## src/rtl/vector_result_writer.sv

```systemverilog
// Write-back stage for a vector functional unit. It captures one result per clock
// after the unit latency and streams the elements into the vector register file.
module vector_result_writer #(
    parameter int WIDTH   = 64,
    parameter int LATENCY = 4,
    parameter int MAXVL   = 64
) (
    input  logic             clk,
    input  logic             rst,
    input  logic             i_start,
    input  logic [2:0]       i_i,
    input  logic [6:0]       i_vl,
    input  logic [WIDTH-1:0] i_result,
    output logic             o_we,
    output logic [2:0]       o_wr_vreg,
    output logic [5:0]       o_wr_addr,
    output logic [WIDTH-1:0] o_wr_data,
    output logic             o_chain_valid,
    output logic             o_busy,
    output logic             o_done
);

    typedef enum logic [1:0] {
        IDLE,
        WAIT,
        WRITE,
        FINISH
    } state_t;

    localparam logic [6:0] MAX_VL = 7'(MAXVL);
    localparam logic [3:0] LAT    = 4'(LATENCY);

    state_t           state;
    state_t           state_next;
    logic [3:0]       wait_cnt;
    logic [3:0]       wait_next;
    logic [6:0]       elem_cnt;
    logic [6:0]       elem_next;
    logic [6:0]       eff_vl;
    logic [6:0]       vl_next;
    logic [2:0]       vreg;
    logic [2:0]       vreg_next;
    logic             we_next;
    logic             done_next;
    logic [2:0]       wr_vreg_next;
    logic [5:0]       addr_next;
    logic [WIDTH-1:0] data_next;
    logic [6:0]       clamped_vl;

    assign clamped_vl = (i_vl > MAX_VL) ? MAX_VL : i_vl;

    // elem_cnt is one bit wider than the address so that a length of 64 compares
    // exactly; writes are produced the same cycle the matching result is sampled.
    always_comb begin
        state_next   = state;
        wait_next    = wait_cnt;
        elem_next    = elem_cnt;
        vl_next      = eff_vl;
        vreg_next    = vreg;
        we_next      = 1'b0;
        done_next    = 1'b0;
        wr_vreg_next = o_wr_vreg;
        addr_next    = o_wr_addr;
        data_next    = o_wr_data;

        case (state)
            IDLE: begin
                if (i_start) begin
                    state_next = WAIT;
                    wait_next  = LAT;
                    vl_next    = clamped_vl;
                    vreg_next  = i_i;
                    elem_next  = 7'd0;
                end
            end

            WAIT: begin
                if (wait_cnt <= 4'd1) begin
                    if (eff_vl == 7'd0) begin
                        state_next = FINISH;
                        done_next  = 1'b1;
                    end else begin
                        state_next   = WRITE;
                        we_next      = 1'b1;
                        wr_vreg_next = vreg;
                        addr_next    = 6'd0;
                        data_next    = i_result;
                        done_next    = (eff_vl == 7'd1);
                        elem_next    = 7'd1;
                    end
                end else begin
                    wait_next = wait_cnt - 4'd1;
                end
            end

            WRITE: begin
                if (elem_cnt == eff_vl) begin
                    state_next = IDLE;
                end else begin
                    we_next      = 1'b1;
                    wr_vreg_next = vreg;
                    addr_next    = elem_cnt[5:0];
                    data_next    = i_result;
                    done_next    = (elem_cnt == eff_vl - 7'd1);
                    elem_next    = elem_cnt + 7'd1;
                end
            end

            FINISH: begin
                state_next = IDLE;
            end

            default: begin
                state_next = IDLE;
            end
        endcase
    end

    always_ff @(posedge clk) begin
        if (rst) begin
            state     <= IDLE;
            wait_cnt  <= 4'd0;
            elem_cnt  <= 7'd0;
            eff_vl    <= 7'd0;
            vreg      <= 3'd0;
            o_we      <= 1'b0;
            o_done    <= 1'b0;
            o_wr_vreg <= 3'd0;
            o_wr_addr <= 6'd0;
            o_wr_data <= '0;
        end else begin
            state     <= state_next;
            wait_cnt  <= wait_next;
            elem_cnt  <= elem_next;
            eff_vl    <= vl_next;
            vreg      <= vreg_next;
            o_we      <= we_next;
            o_done    <= done_next;
            o_wr_vreg <= wr_vreg_next;
            o_wr_addr <= addr_next;
            o_wr_data <= data_next;
        end
    end

    assign o_busy        = (state != IDLE);
    assign o_chain_valid = o_we;

endmodule
```

## config.mk

```make
export PLATFORM = sky130hd
export DESIGN_NAME = vector_result_writer
export DESIGN_NICKNAME = d
export VERILOG_FILES = /design/src/rtl/vector_result_writer.sv
export SDC_FILE = /design/constraint.sdc
export NUM_CORES = 1
export LEC_CHECK = 0
export ABC_AREA = 1
export BUFFER_PORTS_ARGS = -buffer_cell sky130_fd_sc_hd__buf_2
export CORE_AREA = 2 2 118 120
export DETAILED_ROUTE_END_ITERATION = 16
export DIE_AREA = 0 0 120 122
export HOLD_SLACK_MARGIN = 0.05
export PLACE_DENSITY_LB_ADDON = 0.2
export SLEW_MARGIN = 20
export SYNTH_ARGS = -nofsm -noshare
export SYNTH_HDL_FRONTEND = slang
export SYNTH_SLANG_ARGS = --single-unit
```

## constraint.sdc

```tcl
create_clock -name clk -period 3.5 [get_ports clk]
set_clock_uncertainty 0.2 [all_clocks]
set_input_delay 0.175 -clock clk [delete_from_list [all_inputs] [get_ports clk]]
set_output_delay 0.175 -clock clk [all_outputs]
set_load 0.05 [all_outputs]
```

==> out/results.ini <==
[placement]
hpwl_um = 8390
dpl-instance-area_mm2 = 0.00538
numPortBuffers = 153
gp_congestion = 0.824
dp_cells = 908
pre_cts_ws_ns = 0.900

[clocking]
cts-buffers-inserted = 9
cts_num_sinks = 98
root_buffer = clkbuf_16
clk_pin_slew_worst_paths_ns = 0.07
cts_resized = 0
ctsHoldBuffers = 79
clk_path_buf_depth = 2
clk_latency_ns = 0.35
cts_setup_buffers = 0
cts-htree-levels = 3
cts_tree = yes

[routing]
wl_um = 13700
vias = 4948
dr_wl_met3_um = 843
ant_nets = 0
first_pass_iters = 5
wire_per_inst_um = 13.6
drc = 0
met1_length_um = 6140
viasPerCell = 4.93
highest_layer = met4
route.met2.wl_um = 6400
drt_iter0_markers = 292

[logic_synthesis]
postSynthCellCount = 617
synth_top_area_share_pct = 42.8
ys_seq_area_share_pct = 42.8
synth_area_mm2 = 0.00459
synth_area_leaders = dfxtp_1 43%, nand2_1 12%, nand4_1 10%, a21oi_1 8.7%, inv_1 3.2%
synth.avg_cell_area_um2 = 7.43
synth_top_area_cell = dfxtp_1
yosysWarningCount = 0
yosysUniqueCellTypes = 32
ys_seq_elements = 98
syn_nets = 705

[power_and_ir_drop]
clockPowerShare_pct = 16.2
internal-power_w = 0.00320
swShare_pct = 52.3
vdd_drop_max_mv = 0.530
power_switching_w = 0.00350
seqPwrFrac_pct = 27.2
p_per_area_mw_per_mm2 = 1030
leakagePower_nw = 2.95
p_comb_share_pct = 56.6

[worst_hold_path]
worstHoldPathType = in2reg

[setup_path]
cp_max_fo = 73
critPathLaunchType = flop
worstPathArrival_ns = 2.63
required_ns = 3.49
critical_path.endpoint_type = flop
worstSetupPathType = reg2reg

[sta]
rsz0062_at_grt = no
fin_crit_sh_pct = 75.3
postLayoutSetupSlackWorst_ns = 0.863
maxSlewViolCount = 0
slew_headroom_pct = 41.2
worst_pin_slew_ns = 0.882
max_freq_ghz = 0.379
setup_viol = 0
hold_viol_final = 0
hold-worst-slack_ns = 0.112
fin_tns_setup_ns = 0
fin_crit_ns = 2.64

[floorplanning]
die_h_um = 122
ioPinCount = 154
die_area_mm2 = 0.0146
core-area_mm2 = 0.0135
rows = 43
dieWidth_um = 120
initial_core_util_pct = 34.0

[global_routing]
grt_pass1_vias = 4740
antenna_found_initial = 0
grt_max_degree = 77
gr-usage-all-layers_pct = 18.7
grt_pass1_wl_um = 22300
overflow = 0

[layout]
diodes = 0
instances_no_fill = 1003
layout-drive-gt1-share_pct = 25.5
fin_nets = 906
fin_area_mm2 = 0.00649
syn2layout_area_growth_pct = 41.6

[outcome]
status = complete, no violations

[flow_run]
drv_cap = 0

## final cells by class
class	instances	area, um2
Fill cell	1315	7010
Clock inverter	7	100
Timing Repair Buffer	239	1610
Sequential cell	98	1960
Clock buffer	9	225
Tap cell	180	225
Multi-Input combinational cell	426	2210
Inverter	44	165
## worst paths after layout
kind	cells after the start	start	slack (ns)	to
worst max-delay path	7	state[0]	0.86	elem_cnt[3]
worst min-delay path	4	i_start	0.11	eff_vl[2]
worst max register to register	7	state[0]	0.86	elem_cnt[3]
worst min register to register	2	o_wr_vreg[1]	0.26	o_wr_vreg[1]
## worst max-delay path: stages (launching register included)
cell and delay, ns:
dfxtp_1 0.39, inv_1 0.10, ha_1 0.38, nand3_2 0.19
buf_4 0.59, nand3_2 0.34, nand2_1 0.14, a21oi_1 0.07
## layer usage
metal / track usage, % / up-vias
met4: 7.35 / 0
met5: 0 / -
met1: 24.1 / 2277
met2: 30.3 / 162
li1: - / 2481
met3: 4.59 / 28
## per-stage QoR
step	power (W)	util (%)
after global routing	0.00718	48.1
after floorplan	0.00480	-
after global placement	0.00553	39.8
after detailed placement	0.00556	39.8
final	0.00670	48.1
after CTS	0.00674	48.1
## cells in the final DEF (no fill, tap or decap)
cell and instances:
a211oi_1 3, a21oi_1 80, a21oi_2 10, a21oi_4 1, a31o_2 1, buf_2 153
buf_4 7, bufinv_16 2, clkbuf_16 9, clkinv_2 1, clkinvlp_4 2, dfxtp_1 98
dlygate4sd3_1 79, ha_1 11, inv_1 39, inv_2 5, inv_6 1, inv_8 1
nand2_1 144, nand2_2 10, nand3_1 23, nand3_2 2, nand3_4 1, nand4_1 76
nor2_1 39, nor2_2 2, nor2b_1 1, nor3_1 2, nor4_1 1, o2111ai_1 1
o21a_1 1, o21ai_0 9, o21ai_1 1, o22ai_1 1, or2_2 2, xnor2_1 3
xor2_1 1
## cells by family (layout without fill, tap and decap cells)
| family | Yosys count | after routing | synth area share (%) |
|---|---|---|---|
| and+or+nand+nor | 303 | 303 | 30.9 |
| xor gates and xnor gates | 4 | 4 | 0.764 |
| buffers and inverters | 93 | 299 | 9.44 |
| adders and majority gates | 11 | 11 | 3.00 |
| AOI/OAI and AO/OA | 108 | 108 | 13.1 |
| DFF | 98 | 98 | 42.8 |
## cells in the mapped netlist, drive strengths merged
cell     number
nor2         41
xor2          1
xnor2         3
ha           11
a21oi        91
or2           2
nand2       154
o2111ai       1
nand3        26
nand4        76
a211oi        3
nor3          2
nor4          1
nor2b         1
o21a          1
inv          44
buf          34
o22ai         1
o21ai        10
clkbuf       15
a31o          1
dfxtp        98
## power groups by stage
stage	clock network, W	registers (W)	logic [W]
final	0.00108	0.00182	0.00379
after global routing	0.00116	0.00188	0.00415
after CTS	0.00111	0.00181	0.00381
after detailed placement	0	0.00183	0.00373
after floorplan	0	0.00304	0.00175
after global placement	0	0.00183	0.00370
## sequential cells by signal (all words and copies together) (netlist names)
signal / count
o_wr_data: 64
elem_cnt: 7
o_done: 1
o_wr_vreg: 3
o_wr_addr: 6
vreg: 3
eff_vl: 7
o_chain_valid: 1
wait_cnt: 4
state: 2
Power figures use the tool's default switching activity.
